**src/rtl/spi_flash_responder.sv**
```systemverilog
// SPI READ (0x03) responder emulating a config flash for the ROM loader.
// Decodes opcode + 24-bit address, then streams memory bytes MSB-first until cs rises.
`timescale 1ns/1ps
module spi_flash_responder #(
  parameter int unsigned MEM_AW      = 24,
  parameter logic [7:0]  READ_OPCODE = 8'h03
) (
  input  logic              clk,
  input  logic              reset,
  input  logic              spi_cs,
  input  logic              spi_sclk,
  input  logic              spi_mosi,
  output logic              spi_miso,
  output logic [MEM_AW-1:0] mem_addr,
  output logic              mem_en,
  input  logic [7:0]        mem_rdata,
  output logic              busy,
  output logic              bad_cmd,
  output logic [15:0]       bytes_served
);

  typedef enum logic [2:0] {
    S_IDLE,
    S_CMD,
    S_ADDR,
    S_DATA,
    S_IGNORE
  } state_t;

  state_t      state, state_next;
  logic        sclk_q;
  logic [4:0]  bit_cnt;
  logic [7:0]  sr;
  logic [23:0] addr;
  logic        rise;
  logic [7:0]  opcode;
  logic [2:0]  bit_idx;

  assign rise    = spi_sclk & ~sclk_q & ~spi_cs;
  assign opcode  = {sr[6:0], spi_mosi};
  assign bit_idx = 3'd7 - bit_cnt[2:0];

  always_ff @(posedge clk) begin
    if (reset) state <= S_IDLE;
    else       state <= state_next;
  end

  always_comb begin
    state_next = state;
    if (state != S_IDLE && spi_cs) begin
      state_next = S_IDLE;
    end else begin
      case (state)
        S_IDLE:  if (!spi_cs) state_next = S_CMD;
        S_CMD:   if (rise && bit_cnt == 5'd7)
                   state_next = (opcode == READ_OPCODE) ? S_ADDR : S_IGNORE;
        S_ADDR:  if (rise && bit_cnt == 5'd23) state_next = S_DATA;
        default: state_next = state;
      endcase
    end
  end

  always_ff @(posedge clk) begin
    if (reset) begin
      sclk_q       <= 1'b1;
      bit_cnt      <= '0;
      sr           <= '0;
      addr         <= '0;
      bad_cmd      <= 1'b0;
      bytes_served <= '0;
    end else begin
      sclk_q  <= spi_sclk;
      bad_cmd <= 1'b0;
      case (state)
        S_IDLE: begin
          if (!spi_cs) begin
            bit_cnt <= '0;
            sr      <= '0;
          end
        end
        S_CMD: begin
          if (rise) begin
            sr <= opcode;
            if (bit_cnt == 5'd7) begin
              bit_cnt <= '0;
              bad_cmd <= (opcode != READ_OPCODE);
            end else begin
              bit_cnt <= bit_cnt + 5'd1;
            end
          end
        end
        S_ADDR: begin
          if (rise) begin
            addr <= {addr[22:0], spi_mosi};
            if (bit_cnt == 5'd23) bit_cnt <= '0;
            else                  bit_cnt <= bit_cnt + 5'd1;
          end
        end
        S_DATA: begin
          // Byte completion advances the address so the next MSB is ready before the next rise.
          if (rise) begin
            if (bit_cnt[2:0] == 3'd7) begin
              bit_cnt      <= '0;
              addr         <= addr + 24'd1;
              bytes_served <= bytes_served + 16'd1;
            end else begin
              bit_cnt <= bit_cnt + 5'd1;
            end
          end
        end
        default: ;
      endcase
    end
  end

  always_comb begin
    spi_miso = 1'b1;
    if (state == S_DATA) spi_miso = mem_rdata[bit_idx];
  end

  assign mem_addr = addr[MEM_AW-1:0];
  assign mem_en   = (state == S_DATA);
  assign busy     = (state != S_IDLE);

endmodule

```
**config.mk**
```make
export PLATFORM = sky130hd
export DESIGN_NAME = spi_flash_responder
export DESIGN_NICKNAME = d
export VERILOG_FILES = /design/src/rtl/spi_flash_responder.sv
export SDC_FILE = /design/constraint.sdc
export NUM_CORES = 1
export LEC_CHECK = 0
export ABC_AREA = 1
export BUFFER_PORTS_ARGS = -buffer_cell sky130_fd_sc_hd__buf_2
export CAP_MARGIN = 15
export CORE_ASPECT_RATIO = 0.9
export CORE_MARGIN = 4
export CORE_UTILIZATION = 60
export DETAILED_ROUTE_END_ITERATION = 10
export HOLD_SLACK_MARGIN = 0.05
export PLACE_DENSITY = 0.84
export SYNTH_ARGS = -nofsm -noshare
export SYNTH_HDL_FRONTEND = slang
export SYNTH_SLANG_ARGS = --single-unit
```
**constraint.sdc**
```tcl
create_clock -name clk -period 3.5 [get_ports clk]
set_clock_uncertainty 0.1 [all_clocks]
set_input_delay 0.175 -clock clk [delete_from_list [all_inputs] [get_ports clk]]
set_output_delay 0.175 -clock clk [all_outputs]
set_load 0.01 [all_outputs]
```
==> results of run 1 <==
==> final cells by class <==
cell class | instances | area, um^2
Clock buffer | 9 | 124
Clock inverter | 7 | 71.3
Fill cell | 493 | 1490
Inverter | 55 | 208
Multi-Input combinational cell | 414 | 2000
Sequential cell | 57 | 1140
Tap cell | 67 | 83.8
Timing Repair Buffer | 57 | 290
==> registers in the layout (all words and copies together) (netlist names) <==
| signal | count |
|---|---|
| mem_addr | 24 |
| bytes_served | 16 |
| sr | 7 |
| bit_cnt | 5 |
| state | 3 |
| bad_cmd | 1 |
| sclk_q | 1 |
==> worst max path at each step <==
stage	from	to	slack [ps]	cells after the start
after floorplan	bit_cnt[0]$_SDFFE_PP0P_	mem_addr[12]$_SDFFE_PP0P_	1840	10
after global placement	bit_cnt[0]$_SDFFE_PP0P_	mem_addr[14]$_SDFFE_PP0P_	1330	9
after detailed placement	bit_cnt[0]$_SDFFE_PP0P_	mem_addr[12]$_SDFFE_PP0P_	1210	9
after CTS	bit_cnt[0]$_SDFFE_PP0P_	mem_addr[2]$_SDFFE_PP0P_	1180	8
after global routing	bit_cnt[0]$_SDFFE_PP0P_	mem_addr[14]$_SDFFE_PP0P_	880	9
final	bit_cnt[0]$_SDFFE_PP0P_	mem_addr[12]$_SDFFE_PP0P_	1190	9
==> logic make-up (layout without fill, tap and decap cells) <==
kind of cell | after synthesis | count (layout) | share of synthesized area [%]
DFF | 57 | 57 | 33.0
AOI/OAI and AO/OA | 122 | 122 | 19.1
xor gates and xnor gates | 6 | 6 | 1.52
and+or+nand+nor | 282 | 282 | 35.8
buffers and inverters | 74 | 128 | 9.18
adders and majority gates | 4 | 4 | 1.45
==> through the flow <==
step	total power [mW]	cell area (um^2)	hold WS (ps)
after floorplan	1.12	3460	182
after global placement	1.19	3710	290
after detailed placement	1.20	3710	292
after CTS	1.82	3920	66.1
after global routing	1.92	3920	89.6
final	1.81	3920	82.0
==> layout by cell type (no fill, tap or decap), types with 2 or more instances in the layout <==
master      count
buf_2          56
and2_1          2
nand2_2         3
nand4_1        10
nor3_4          2
inv_2           6
nor3_1          7
clkbuf_8        9
xor2_1          5
o21ai_1         6
nand2_1       138
clkinvlp_4      3
inv_1          48
o21ai_0        35
a211oi_1        2
dfxtp_1        57
nand3b_1        2
nand3_1        40
o22ai_1         3
nor2_2          6
ha_1            4
nor2_1         65
a21oi_1        68
clkinv_2        3
nor2_4          2
==> worst max-delay path, cell delays in order, from the launching register on <==
cell and delay (ps):
dfxtp_1 440, ha_1 230, ha_1 230, nor2_1 70
nor2_2 90, nand2_2 290, inv_2 370, o21ai_1 130
o21ai_0 170, a21oi_1 60
==> per-layer routing <==
| layer | track usage, % | vias up | share of wire (%) |
|---|---|---|---|
| li1 | - | 1891 | - |
| met1 | 32.0 | 1721 | 45 |
| met2 | 43.4 | 94 | 48 |
| met3 | 6.67 | 15 | 5.6 |
| met4 | 9.97 | 0 | 2.0 |
| met5 | 0 | - | 0 |
==> report_power, final <==
| part | total, mW | internal, mW | switching [mW] |
|---|---|---|---|
| sequential | 0.731 | 0.687 | 0.0436 |
| combinational | 0.470 | 0.152 | 0.318 |
| clock | 0.610 | 0.326 | 0.284 |
| total | 1.81 | 1.17 | 0.645 |
==> impl_metrics.csv, run 1 <==
group,metric,value,unit
clock_tree,cts_buffer_depth,2,
synthesis,syn_inst,545,
placement,numPortBuffers,56,
hold_path,hold_depth,3,
critical_path,r2r_end,"mem_addr[12]$_SDFFE_PP0P_",
floorplanning,ios,57,
global_routing,grt_usage,26.0,%
global_routing,grt_max_degree,36,
clock_tree,post_cts_buffers,0,
placement,globalplace.congestion,0.879,
drt,num_vias,3721,
synthesis,ys_types,41,
timing,final.setup.tns,0,ps
final_layout,fin_util,72.4,%
floorplanning,rows,25,
final_layout,syn_to_final_growth,13.3,%
floorplanning,initial_utilization,64.0,%
critical_path,worstPathMaxFanout,27,
floorplanning,fp.dieW,88.1,um
critical_path,cp.arrival,2430,ps
timing,setup_viol,0,
flow_run,cap_violations,0,
drt,first_iter_violations,203,
timing,post-route-period-util,65.9,%
placement,place_ws,1210,ps
clock_tree,cts_buffers,9,
critical_path,ff2ff_path_depth,9,
synthesis,ys.flop_type,"dfxtp_1",
hold_path,min_from,"spi_mosi",
placement,hpwlAfterDp,6.05,mm
synthesis,syn_avg_cell_area,6.35,um^2
timing,grt_setup_unrepaired,"false",
critical_path,r2r-start,"bit_cnt[0]$_SDFFE_PP0P_",
clock_tree,cts_sinks,57,
timing,setup_ws,1190,ps
drt,drc_errors,0,
timing,slew_violations,0,
power,leakage,1.51,nW
critical_path,endpoint_kind,"register",
timing,fmax,434,MHz
synthesis,ys_top_cells_by_count,"138 x nand2_1, 68 x a21oi_1, 65 x nor2_1",
synthesis,yosysTopAreaCell,"dfxtp_1",
final_layout,fin_cells,666,
critical_path,critPathKind,"register to register",
hold_path,hold_end,"sr[0]$_SDFFE_PP0P_",
clock_tree,path_clk_slew,70,ps
drt,ant_nets,0,
critical_path,reg2reg_slack,1190,ps
drt,vias_per_cell,5.59,
drt,post_drt_wl_per_cell,12.9,um
critical_path,worstSetupStartpointType,"register",
drt,drt_wl_total,8.59,mm
clock_tree,cts_resized,0,
drt,drtPass1Iterations,4,
timing,slew_headroom,51.9,%
global_routing,grt_pass1_vias,3318,
synthesis,syn_area,0.00346,mm^2
synthesis,ys_top_cells_by_area,"dfxtp_1 33%, nand2_1 15%, a21oi_1 9.8%",
synthesis,ys_warn_count,0,
synthesis,ys_seq_elements,57,
synthesis,synth.net_count,562,
clock_tree,cts_tree,"built",
timing,period_needed,2310,ps
global_routing,grt_pass1_wl,14.8,mm
outcome,outcome,"finished, final reports clean",
final_layout,drive_gt1_share,16.5,%
synthesis,yosysSeqAreaShare,33.0,%
global_routing,antenna_found_initial,0,
clock_tree,cts_htree_levels,3,
hold_path,min_path_type,"input port to register",
clock_tree,clockRootBuffer,"clkbuf_8",
critical_path,required,3630,ps
synthesis,yosysTopAreaCellShare,33.0,%
floorplanning,coreArea,0.00541,mm^2
synthesis,synth_edf_count,0,
power,irDropWorstVdd,0.000426,V
final_layout,diodes,0,
synthesis,synth.most_common_cell,"nand2_1",
final_layout,nets,611,
floorplanning,dieArea,0.00705,mm^2
timing,finalHoldViolations,0,
synthesis,ys_async_sr_fraction,0,%
clock_tree,postCtsHoldBufs,1,
global_routing,overflow,0,
timing,worst_pin_slew,722,ps
power,power.density,462,mW/mm^2
placement,place_inst,649,
floorplanning,fp.dieH,80.1,um
clock_tree,clk_latency,350,ps
Power figures use the tool's default switching activity.
==> inputs of run 2 (changes only) <==
--- a/config.mk
+++ b/config.mk
@@ -10,10 +10,10 @@
 export CAP_MARGIN = 15
 export CORE_ASPECT_RATIO = 0.9
 export CORE_MARGIN = 4
-export CORE_UTILIZATION = 60
+export CORE_UTILIZATION = 57
 export DETAILED_ROUTE_END_ITERATION = 10
 export HOLD_SLACK_MARGIN = 0.05
-export PLACE_DENSITY = 0.84
+export PLACE_DENSITY = 0.81
 export SYNTH_ARGS = -nofsm -noshare
 export SYNTH_HDL_FRONTEND = slang
 export SYNTH_SLANG_ARGS = --single-unit
==> constraint.sdc (replaced) <==
create_clock -name clk -period 2.4 [get_ports clk]
set_clock_uncertainty 0.1 [all_clocks]
set_input_delay 0.12 -clock clk [delete_from_list [all_inputs] [get_ports clk]]
set_output_delay 0.12 -clock clk [all_outputs]
set_load 0.01 [all_outputs]
==> run 2 against run 1 <==
  * Maximum frequency is 18% higher
  * Die area is 4.8% higher
  * Largest power group unchanged
  * First-iteration DRC count is 29% higher
  * Sequential cell count stayed put
  * Total power is 54% higher
  * Design area is 2.4% higher
  * Largest cell class unchanged
  * Routed wire length is 2.9% higher
==> impl_metrics.csv, run 2 (synthesis gave the netlist of run 1 again) <==
group,metric,value,unit
timing,setup_ws,452,ps
power,pwr-share-seq,38.2,%
final_layout,fill_cells,506,
floorplanning,fp.dieW,90.1,um
clock_tree,path_clk_slew,70,ps
flow_run,cap_violations,0,
drt,vias_per_cell,5.54,
critical_path,critPathMaxStageDelay,460,ps
power,leakage,1.56,nW
power,irDropWorstVdd,0.000861,V
timing,worst_pin_slew,609,ps
clock_tree,cts_buffers,9,
timing,period_needed,1950,ps
critical_path,crit_top_cell,"ha_1",
clock_tree,postCtsHoldBufs,3,
final_layout,drive_gt1_share,17.2,%
clock_tree,cts_htree_levels,3,
final_layout,largest_reg_flops,24,
critical_path,crit_buf_inv,1,
floorplanning,coreArea,0.00579,mm^2
clock_tree,clockRootBuffer,"clkbuf_8",
power,p_comb_share,24.8,%
final_layout,layout_commonest_cell,"nand2_1",
floorplanning,fp.dieH,81.9,um
global_routing,grt_usage,24.5,%
critical_path,required,2540,ps
final_layout,diodes,0,
drt,post_drt_wl_per_cell,13.1,um
floorplanning,dieArea,0.00738,mm^2
power,power.density,696,mW/mm^2
critical_path,worstSetupStartpointType,"register",
clock_tree,cts_sinks,57,
placement,hpwlAfterDp,6.09,mm
final_layout,final_cell_mix,"138 x nand2_1, 68 x a21oi_1, 65 x nor2_1",
power,p_sw_share,34.5,%
final_layout,nets,618,
floorplanning,rows,26,
floorplanning,initial_utilization,59.8,%
global_routing,grt_pass1_vias,3360,
drt,first_iter_violations,261,
placement,globalplace.congestion,0.889,
critical_path,path_cells,"ha_1 -> ha_1 -> nor2_1 -> nor2_2 -> nand2_2 -> inv_2 -> o21ai_1 -> o21ai_0 -> a21oi_1",
power,p_int,1.83,mW
placement,place_ws,495,ps
global_routing,grt_pass1_wl,14.7,mm
clock_tree,cts_resized,0,
timing,post-route-period-util,81.2,%
power,power.switching,0.964,mW
drt,drc_errors,0,
global_routing,antenna_found_initial,0,
drt,drtPass1Iterations,5,
clock_tree,post_cts_buffers,0,
clock_tree,clk_latency,350,ps
critical_path,worstPathMaxFanout,20,
drt,num_vias,3746,
critical_path,crit_family,"flip-flops",
drt,drt_wl_total,8.84,mm
timing,grt_setup_unrepaired,"false",
critical_path,critPathKind,"register to register",
timing,setup_viol,0,
hold_path,min_path_type,"input port to register",
final_layout,syn_to_final_growth,15.9,%
global_routing,overflow,0,
timing,final.setup.tns,0,ps
timing,slew_violations,0,
power,p_clk_share,37.0,%
critical_path,cp_slowest_cell,"dfxtp_1",
timing,fmax,513,MHz
clock_tree,cts_tree,"built",
drt,ant_nets,0,
critical_path,endpoint_kind,"register",
critical_path,cp.arrival,2090,ps
timing,hold-worst-slack,187,ps
final_layout,fin_util,69.3,%
floorplanning,ios,57,
outcome,outcome,"finished, final reports clean",
placement,numPortBuffers,56,
clock_tree,cts_buffer_depth,2,
timing,finalHoldViolations,0,
timing,slew_headroom,59.4,%
global_routing,grt_max_degree,35,
run 2: final cells by class:
class / count / area, um^2 / share of cell area (%)
Clock buffer: 9 / 124 / 3.09
Inverter: 55 / 208 / 5.18
Multi-Input combinational cell: 414 / 2000 / 49.9
Sequential cell: 57 / 1140 / 28.4
Timing Repair Buffer: 64 / 348 / 8.67
Tap cell: 70 / 87.6 / 2.18
Clock inverter: 7 / 103 / 2.56
run 2: per-stage QoR:
stage               instances  cell area (um^2)  total power, mW
finish                    676              4010             2.79
global placement          657              3760             1.75
floorplan                 545              3460             1.63
CTS                       676              4010             2.80
global route              676              4010             2.96
detailed placement        657              3760             1.76
run 2: final timing paths:
path | start | end | slack, ps | depth (start not counted)
worst max-delay path | bit_cnt[0]$_SDFFE_PP0P_ | mem_addr[14]$_SDFFE_PP0P_ | 450 | 9
worst min-delay path | reset | bytes_served[6]$_SDFFE_PP0P_ | 190 | 3
worst max register to register | bit_cnt[0]$_SDFFE_PP0P_ | mem_addr[14]$_SDFFE_PP0P_ | 450 | 9
worst min register to register | bytes_served[12]$_SDFFE_PP0P_ | bytes_served[12]$_SDFFE_PP0P_ | 400 | 2
run 2: tightest hold or removal path, delay by kind of cell:
kind                   cells  cell delay (ps)
buffers and inverters      2              340
AND/OR/NAND/NOR            1              130
run 2: per-layer routing:
layer | GRT usage (%) | vias to the layer above | share of wire [%]
met5 | 0 | - | 0
met4 | 7.80 | 0 | 1.1
met3 | 7.88 | 9 | 6.9
met2 | 44.2 | 125 | 48
met1 | 28.0 | 1710 | 44
li1 | - | 1902 | -
run 2: power groups by stage:
| stage | Combinational (mW) | Clock [mW] | Sequential, mW |
|---|---|---|---|
| 2_1_floorplan | 0.556 | 0 | 1.07 |
| 3_3_place_gp | 0.665 | 0 | 1.08 |
| 3_5_place_dp | 0.675 | 0 | 1.09 |
| 4_1_cts | 0.685 | 1.06 | 1.06 |
| 5_1_grt | 0.780 | 1.10 | 1.07 |
| 6_report | 0.692 | 1.03 | 1.07 |
